<file path="src/rtl/bus_tx_fifo_if.sv">
// simple_bus link: 8-bit data with a valid/ready handshake.
// master drives data and valid toward the receiver; slave drives ready back.
// Ports (master view): data out[8], valid out, ready in.
interface bus_tx_fifo_if;
  logic [7:0] data;
  logic       valid;
  logic       ready;

  modport master (output data, output valid, input ready);
  modport slave  (input data, input valid, output ready);
endinterface

</file>
<file path="src/rtl/bus_tx_fifo.sv">
// Transmit FIFO: buffers locally pushed bytes and sends them on simple_bus.
// Latency: a push into an empty buffer shows bus_valid one cycle later; 1 byte/cycle sustained.
// Backpressure: data/valid are held while bus_ready=0; pushes while full are dropped.
//
// Ports: clk, rst (async, active-high); wr_en/wr_data push side; full;
//        flush (synchronous clear); bus (simple_bus master: data, valid, ready);
//        level (bytes buffered, 0..DEPTH).
// Optional: define BUS_TX_DROP_CNT_EN to add drop_cnt[15:0], a saturating
//           count of pushes rejected because the buffer was full.
module bus_tx_fifo #(
  parameter  int DEPTH = 4,
  localparam int AW    = $clog2(DEPTH)
) (
  input  logic                 clk,
  input  logic                 rst,
  input  logic                 wr_en,
  input  logic [7:0]           wr_data,
  output logic                 full,
  input  logic                 flush,
  bus_tx_fifo_if.master        bus,
`ifdef BUS_TX_DROP_CNT_EN
  output logic [15:0]          drop_cnt,
`endif
  output logic [AW:0]          level
);

  localparam logic [AW:0] LVL_FULL = (AW+1)'(DEPTH);

  logic [7:0]    mem [DEPTH];
  logic [AW-1:0] wr_ptr;
  logic [AW-1:0] rd_ptr;
  logic [AW:0]   level_q;
  logic [7:0]    last_q;
  logic [7:0]    bus_data_w;
  logic          bus_valid_w;
  logic          push;
  logic          pop;

  // Outputs come only from registered state: no path from ready/wr_* to them.
  assign bus_valid_w = (level_q != '0);
  // When empty, keep showing whatever was last presented on the bus.
  assign bus_data_w  = bus_valid_w ? mem[rd_ptr] : last_q;

  assign full      = (level_q == LVL_FULL);
  assign level     = level_q;
  assign bus.data  = bus_data_w;
  assign bus.valid = bus_valid_w;

  // Full is judged on the level at this edge; a same-cycle pop does not
  // open a slot for a push.
  assign push = wr_en & ~full;
  assign pop  = bus_valid_w & bus.ready;

  always_ff @(posedge clk or posedge rst) begin
    if (rst) begin
      wr_ptr  <= '0;
      rd_ptr  <= '0;
      level_q <= '0;
      last_q  <= 8'd0;
    end else begin
      last_q <= bus_data_w;
      if (flush) begin
        wr_ptr  <= '0;
        rd_ptr  <= '0;
        level_q <= '0;
      end else begin
        if (push) wr_ptr <= wr_ptr + 1'b1;
        if (pop)  rd_ptr <= rd_ptr + 1'b1;
        case ({push, pop})
          2'b10:   level_q <= level_q + 1'b1;
          2'b01:   level_q <= level_q - 1'b1;
          default: level_q <= level_q;
        endcase
      end
    end
  end

  // Storage is not reset; entries are only read once written.
  always_ff @(posedge clk) begin
    if (push && !flush) mem[wr_ptr] <= wr_data;
  end

`ifdef BUS_TX_DROP_CNT_EN
  always_ff @(posedge clk or posedge rst) begin
    if (rst) begin
      drop_cnt <= 16'd0;
    end else if (flush) begin
      drop_cnt <= 16'd0;
    end else if (wr_en && full && (drop_cnt != 16'hFFFF)) begin
      drop_cnt <= drop_cnt + 16'd1;
    end
  end
`endif

endmodule

</file>
<file path="src/flat_wrapper.sv">
// flat-port wrapper written by rule: the top's interface ports become plain ports
module bus_tx_fifo_flat 
#(
  parameter  int DEPTH = 4,
  localparam int AW    = $clog2(DEPTH)
)
  (clk, rst, wr_en, wr_data, full, flush, level, bus_data, bus_valid, bus_ready);
  bus_tx_fifo_if bus_i ();
  input  logic clk;
  input  logic rst;
  input  logic wr_en;
  input  logic [7:0] wr_data;
  output logic full;
  input  logic flush;
  output logic [AW:0] level;
  output wire logic [$bits(bus_i.data)-1:0] bus_data;
  output wire logic [$bits(bus_i.valid)-1:0] bus_valid;
  input wire logic [$bits(bus_i.ready)-1:0] bus_ready;
  assign bus_data = bus_i.data;
  assign bus_valid = bus_i.valid;
  assign bus_i.ready = bus_ready;
  bus_tx_fifo #(.DEPTH(DEPTH)) u_core (.clk(clk), .rst(rst), .wr_en(wr_en), .wr_data(wr_data), .full(full), .flush(flush), .bus(bus_i), .level(level));
endmodule
</file>
<file path="config.mk">
export PLATFORM = sky130hd
export DESIGN_NAME = bus_tx_fifo_flat
export DESIGN_NICKNAME = d
export VERILOG_FILES = /design/src/rtl/bus_tx_fifo_if.sv /design/src/rtl/bus_tx_fifo.sv /design/src/flat_wrapper.sv
export SDC_FILE = /design/constraint.sdc
export NUM_CORES = 1
export LEC_CHECK = 0
export CORE_MARGIN = 5
export CORE_UTILIZATION = 30
export CTS_BUF_LIST = sky130_fd_sc_hd__clkbuf_4 sky130_fd_sc_hd__clkbuf_8 sky130_fd_sc_hd__clkbuf_16
export CTS_CLUSTER_SIZE = 30
export DETAILED_ROUTE_END_ITERATION = 8
export DONT_BUFFER_PORTS = 1
export PLACE_DENSITY = 0.43
export SYNTH_ARGS = -nofsm -noshare
export SYNTH_HDL_FRONTEND = slang
export SYNTH_SLANG_ARGS = --single-unit
</file>
<file path="constraint.sdc">
create_clock -name clk -period 2.9 [get_ports clk]
set_input_delay 0.58 -clock clk [delete_from_list [all_inputs] [get_ports clk]]
set_output_delay 0.58 -clock clk [all_outputs]
set_load 0.02 [all_outputs]
</file>
==> results of run 1 <==
metal layers:
layer,global-route usage,part of all wire
met1,0.105,0.39
met2,0.160,0.54
met3,0.0427,0.065
met4,0.0297,0.011
met5,0,0
worst min path at each step:
stage	endpoint	slack, ns	cells after the start	start
after floorplan	u_core.last_q[0]	0.48	1	rst
after global placement	u_core.wr_ptr[1]	0.57	2	u_core.wr_ptr[1]
after detailed placement	u_core.last_q[3]	0.58	1	u_core.last_q[3]
after CTS	u_core.level[0]	0.29	1	rst
after global routing	u_core.level[0]	0.31	1	flush
final	u_core.level[0]	0.27	1	rst
cells in the mapped netlist:
cell / n / area [um2]
mux2_2: 9 / 101
o2111ai_1: 2 / 17.5
clkbuf_1: 1 / 3.75
nand3b_1: 1 / 7.51
nor3_1: 1 / 5.00
ha_1: 4 / 50.1
nand2b_1: 1 / 6.26
xnor2_1: 1 / 8.76
buf_1: 1 / 3.75
nor3b_2: 1 / 12.5
a21oi_1: 5 / 25.0
nand3_1: 2 / 10.0
buf_6: 1 / 11.3
o31ai_1: 1 / 7.51
a22oi_1: 1 / 7.51
dfrtp_1: 15 / 375
o311ai_0: 1 / 8.76
buf_2: 5 / 25.0
nor3_4: 1 / 16.3
or3_1: 1 / 6.26
nand2_1: 1 / 3.75
mux4_2: 8 / 180
o22ai_1: 2 / 12.5
fa_1: 1 / 20.0
nor3b_1: 1 / 7.51
a221oi_1: 1 / 8.76
o21ai_0: 2 / 10.0
inv_1: 8 / 30.0
a211oi_1: 1 / 7.51
xor2_1: 2 / 17.5
or2_2: 1 / 6.26
and2_1: 5 / 31.3
edfxtp_1: 32 / 961
nor2_1: 4 / 15.0
worst register-to-register path, cell delays in order (launching register included):
cell	delay (ns)
dfrtp_1	0.62
o31ai_1	0.46
nor2_1	0.11
fa_1	0.54
o2111ai_1	0.12
a211oi_1	0.24
final cells by class:
type,count,share of cell area
clock inverter,3,0.0109
multi-input combinational,61,0.279
inverter,8,0.0137
sequential,47,0.612
tap,80,0.0458
timing repair buffer,2,0.00687
clock buffer,5,0.0315
state kept, by name, indices dropped and copies added, names as in the netlist:
signal	cells
u_core.wr_ptr	2
u_core.last_q	8
u_core.mem	32
u_core.rd_ptr	2
u_core.level	3
cell usage in the layout (no fill, tap or decap), types with 2 or more instances in the layout:
cell type   instances
xor2_1              2
o2111ai_1           2
and2_1              5
nand3_1             2
a21oi_1             5
mux2_2              9
edfxtp_1           32
mux4_2              8
o21ai_0             2
ha_1                4
buf_4               2
o22ai_1             2
dfrtp_1            15
inv_1               8
clkbuf_8            5
nor2_1              4
clkinvlp_4          2
cells by family (layout without fill, tap and decap cells):
logic type               Yosys count  in the layout  synth area share
multiplexers                      17             17             0.139
XOR/XNOR                           3              3            0.0130
AND/OR/NAND/NOR                   20             20            0.0632
flip-flops                        47             47             0.661
buffers and inverters             16             18            0.0365
AO/OA/AOI/OAI                     16             16            0.0520
adder cells (fa/ha/maj)            5              5            0.0347
where the power goes:
part | total, mW | internal, mW | leakage [nW] | switching (mW)
combinational | 0.355 | 0.140 | 0.238 | 0.216
clock | 0.398 | 0.172 | 0.0408 | 0.226
sequential | 0.859 | 0.800 | 0.479 | 0.0584
==> results.toml, run 1 <==
[run_status]
status = "finished, final reports clean"

[die]
fp.coreArea_um2 = 6680
io_pins = 26
start_util = 0.302
die_h_um = 92.1
rows = 30
die_w_um = 92.1
die_area_um2 = 8480

[sta]
fmax_mhz = 393
finalHoldViolations = 0
tightest_slew_ns = 0.695
relSlewSlack = 0.536
period_minus_slack_ns = 2.54
fin_skew_ns = 0.00603
finalSetupViolCount = 0
fin_ws_ns = 0.357
slew_viol_final = 0
tns_ns = 0
final.period_utilization = 0.877
rsz0062_at_grt = "no"
hold_ws_ns = 0.269

[cts]
h-tree-depth = 2
clkSinkCount = 47
hold_buffers = 0
cts-resized-gates = 0
post_cts_buffers = 0
clkTransAtPathRegs_ns = 0.09
root_buffer = "clkbuf_8"
clk_path_buf_depth = 2
clkLatencyLatePin_ns = 0.30
cts_buffers = 5
tritoncts = "built"

[worst_hold_path]
worstHoldPathType = "input pin to asynchronous set/reset pin"

[critical_path]
worstPathArrival_ns = 1.96
crit_type = "flip-flop to output pin"
r2r_slack_ns = 0.73
critical_path_required_ns = 2.32
crit_path_end = "bus_data[1]"
crit_slowest_cell = "dfrtp_1"
path_buf_inv = 0
r2r_start = "u_core.level[0]"
path_cells = "nor3_4 -> mux2_2"
cp_slowest_stage_delay_ns = 0.62
crit_path_start = "u_core.level[0]"
crit_cells = 2
path_max_fanout = 12
worst_r2r_endpoint = "u_core.level[1]"
rr_worst_depth = 5
setup.worst_path.start_class = "flip-flop"
crit_family = "flip-flops"
crit_path_end_kind = "output pin"

[finish]
syn2layout_area_growth_pct = 8.11
nNetsFinal = 143
multi_input_comb_area_um2 = 611
seq_area_um2 = 1340
fillers = 657
antennaDiodeCount = 0
stdcell_count = 206
stdcell_area_um2 = 2180
fin_util = 0.327
drive_above_1_share = 0.238

[logic_synthesis]
yosys_warnings = 0
synth_fp_nets = 142
synth-seq-cells = 47
synthesis.area_um2 = 2020
syn_area_per_cell_um2 = 16.3
syn_inst = 124
ys_seq_area_frac = 0.661
synthDistinctLibCells = 34

[placement]
place_ws_ns = 0.639
place_inst = 198
port_buffers = 0
dpl-instance-area_um2 = 2090
dp_hpwl_um = 2670
place.gp.congestion = 0.622

[grt]
antenna_found_initial = 0
grt-ovfl-total = 0
grt_pass1_vias = 1098
grt_usage = 0.0940
grt_pass1_wl_um = 5870
grt_max_degree = 17

[power_and_ir_drop]
finalPower_mw = 1.61
powerDensity_nw_per_um2 = 738
power.leakage_nw = 0.758
ir_worst_vdd_uv = 181

[run]
maxCapViolCount = 0

[drt]
drtIter0Drc = 70
route.detailed.drc = 0
viasPerCell = 4.95
finalWirelength_um = 3820
vias = 1019
firstDrtPassIters = 4
detail_route.wl_per_cell_um = 18.6
ant_nets = 0
Note: power is estimated with default switching activity, not from simulation.
==> run 2, diff against run 1 <==
--- a/config.mk
+++ b/config.mk
@@ -12,6 +12,8 @@
 export DETAILED_ROUTE_END_ITERATION = 8
 export DONT_BUFFER_PORTS = 1
 export PLACE_DENSITY = 0.43
+export SKIP_LAST_GASP = 1
 export SYNTH_ARGS = -nofsm -noshare
 export SYNTH_HDL_FRONTEND = slang
 export SYNTH_SLANG_ARGS = --single-unit
+export TNS_END_PERCENT = 5
==> constraint.sdc (replaced) <==
create_clock -name clk -period 2.9 [get_ports clk]
set_input_delay 0.145 -clock clk [delete_from_list [all_inputs] [get_ports clk]]
set_output_delay 0.145 -clock clk [all_outputs]
set_load 0.02 [all_outputs]
==> run 2 against run 1 <==
Net effect:
- core utilization up 1.3 points
- sequential share of layout area down 2.3 points
- count of clock-buffer cells in the layout unchanged
- worst setup slack better by 0.34 ns
- worst hold slack worse by 0.26 ns
- global-route usage up 0.34 points
- die area unchanged
- critical path depth up 3
- power down 0.92%
==> results.toml, run 2 (synthesis gave the netlist of run 1 again) <==
[drt]
detail_route.wl_per_cell_um = 17.6
finalWirelength_um = 3780
ant_nets = 0
route.detailed.drc = 0
viasPerCell = 4.79
vias = 1030
drtIter0Drc = 63
firstDrtPassIters = 4

[sta]
hold_ws_ns = 0.0116
finalHoldViolations = 0
fmax_mhz = 453
tns_ns = 0
period_minus_slack_ns = 2.21
relSlewSlack = 0.533
tightest_slew_ns = 0.700
final.period_utilization = 0.761
finalSetupViolCount = 0
slew_viol_final = 0
rsz0062_at_grt = "no"
fin_skew_ns = 0.00465

[finish]
largest-register = "u_core.mem"
antennaDiodeCount = 0
mostFrequentLayoutCells = "32 x edfxtp_1, 15 x dfrtp_1, 10 x dlygate4sd3_1"
stdcell_area_um2 = 2270
fin_util = 0.340
syn2layout_area_growth_pct = 12.3
largest_register_ffs = 32
layout_commonest_cell = "edfxtp_1"
nNetsFinal = 152
drive_above_1_share = 0.200

[cts]
post_cts_buffers = 0
clk_path_buf_depth = 2
tritoncts = "built"
clkLatencyLatePin_ns = 0.29
root_buffer = "clkbuf_8"
clkTransAtPathRegs_ns = 0.08
cts_buffers = 5
clkSinkCount = 47
h-tree-depth = 2
cts-resized-gates = 0

[grt]
use_met2 = 0.155
grt_pass1_vias = 1134
top_usage_layer = "met2"
antenna_found_initial = 0
grt-ovfl-total = 0
grt_max_degree = 16
grt_pass1_wl_um = 6230
met3_usage = 0.0353
met1_usage = 0.123
grt_usage = 0.0974

[critical_path]
crit_slowest_cell = "dfrtp_1"
path_buf_inv = 0
crit_path_start = "u_core.level[0]"
crit_family = "compound AO/OA/AOI/OAI gates"
cp_slowest_stage_delay_ns = 0.61
crit_path_end_kind = "flip-flop"
worstPathArrival_ns = 2.41
critical_path_required_ns = 3.11
rr_worst_depth = 5
r2r_slack_ns = 0.69
path_max_fanout = 12
worst_r2r_endpoint = "u_core.level[1]"
crit_type = "flip-flop to flip-flop"
crit_cells = 5
setup.worst_path.start_class = "flip-flop"
crit_path_end = "u_core.level[1]"
r2r_start = "u_core.level[0]"
path_cells = "o31ai_1 -> nor2_1 -> fa_1 -> o2111ai_1 -> a211oi_1"

[die]
die_w_um = 92.1
die_area_um2 = 8480
fp.coreArea_um2 = 6680
io_pins = 26
rows = 30
die_h_um = 92.1
start_util = 0.302

[power_and_ir_drop]
p_int_mw = 1.11
powerDensity_nw_per_um2 = 704
pwr-share-clk = 0.234
switching_share = 0.306
p_sw_mw = 0.488
ir_worst_vdd_uv = 156
power.leakage_nw = 0.793
pwr-share-comb = 0.223
power_frac_seq = 0.543

[placement]
place.gp.congestion = 0.659
port_buffers = 0
dp_hpwl_um = 2620
dpl-instance-area_um2 = 2080

[run]
maxCapViolCount = 0

[worst_hold_path]
worstHoldPathType = "input pin to flip-flop"

[run_status]
status = "finished, final reports clean"
-- run 2: cell types whose count changed in the layout (fill, tap and decap cells not counted), sizes merged --
cell,previous run,this run
clkinv,0,2
dlygate4sd3,0,10
buf,2,1
clkinvlp,2,1
inv,9,8
-- run 2: area by class of cell --
cell class	count	area, um2
fillers	650	4410
multi-input cells	61	611
well taps	80	100
clock inverters	3	15.0
inverters	8	30.0
clock buffers	5	68.8
repair buffers	11	108
flip-flops and latches	47	1340
-- run 2: how the worst min path moves through the flow --
| stage | start | end | slack (ns) | depth (start not counted) |
|---|---|---|---|---|
| CTS | wr_en | u_core.wr_ptr[1] | 0.008 | 2 |
| floorplan | rst | u_core.last_q[0] | 0.05 | 1 |
| global route | wr_en | u_core.wr_ptr[1] | 0.02 | 2 |
| global placement | rst | u_core.rd_ptr[1] | 0.17 | 1 |
| finish | wr_en | u_core.wr_ptr[1] | 0.01 | 2 |
| detailed placement | rst | u_core.last_q[6] | 0.18 | 1 |
-- run 2: power groups by stage --
stage	clock (mW)	sequential, mW	combinational, mW
2_1_floorplan	0	0.840	0.338
3_3_place_gp	0	0.880	0.345
3_5_place_dp	0	0.886	0.352
4_1_cts	0.391	0.870	0.370
5_1_grt	0.419	0.882	0.389
6_report	0.374	0.867	0.357
-- run 2: through the flow --
stage                     instances  setup slack (ns)  total power, mW
after global placement          197             0.755             1.23
after CTS                       215             0.663             1.63
final                           215             0.693             1.60
after floorplan                 124             0.897             1.18
after global routing            215             0.524             1.69
after detailed placement        197             0.712             1.24
-- run 2: what timing repair did --
item,CTS,global route
hold endpoints to repair,54,0
hold buffers,10,0
setup endpoints to repair,0,0
-- run 2: metal layers --
layer  routed length (um)  vias up
met5                    0        -
met4                   38        0
met3                  190        5
met2                 1870       21
met1                 1680      523
li1                     -      481
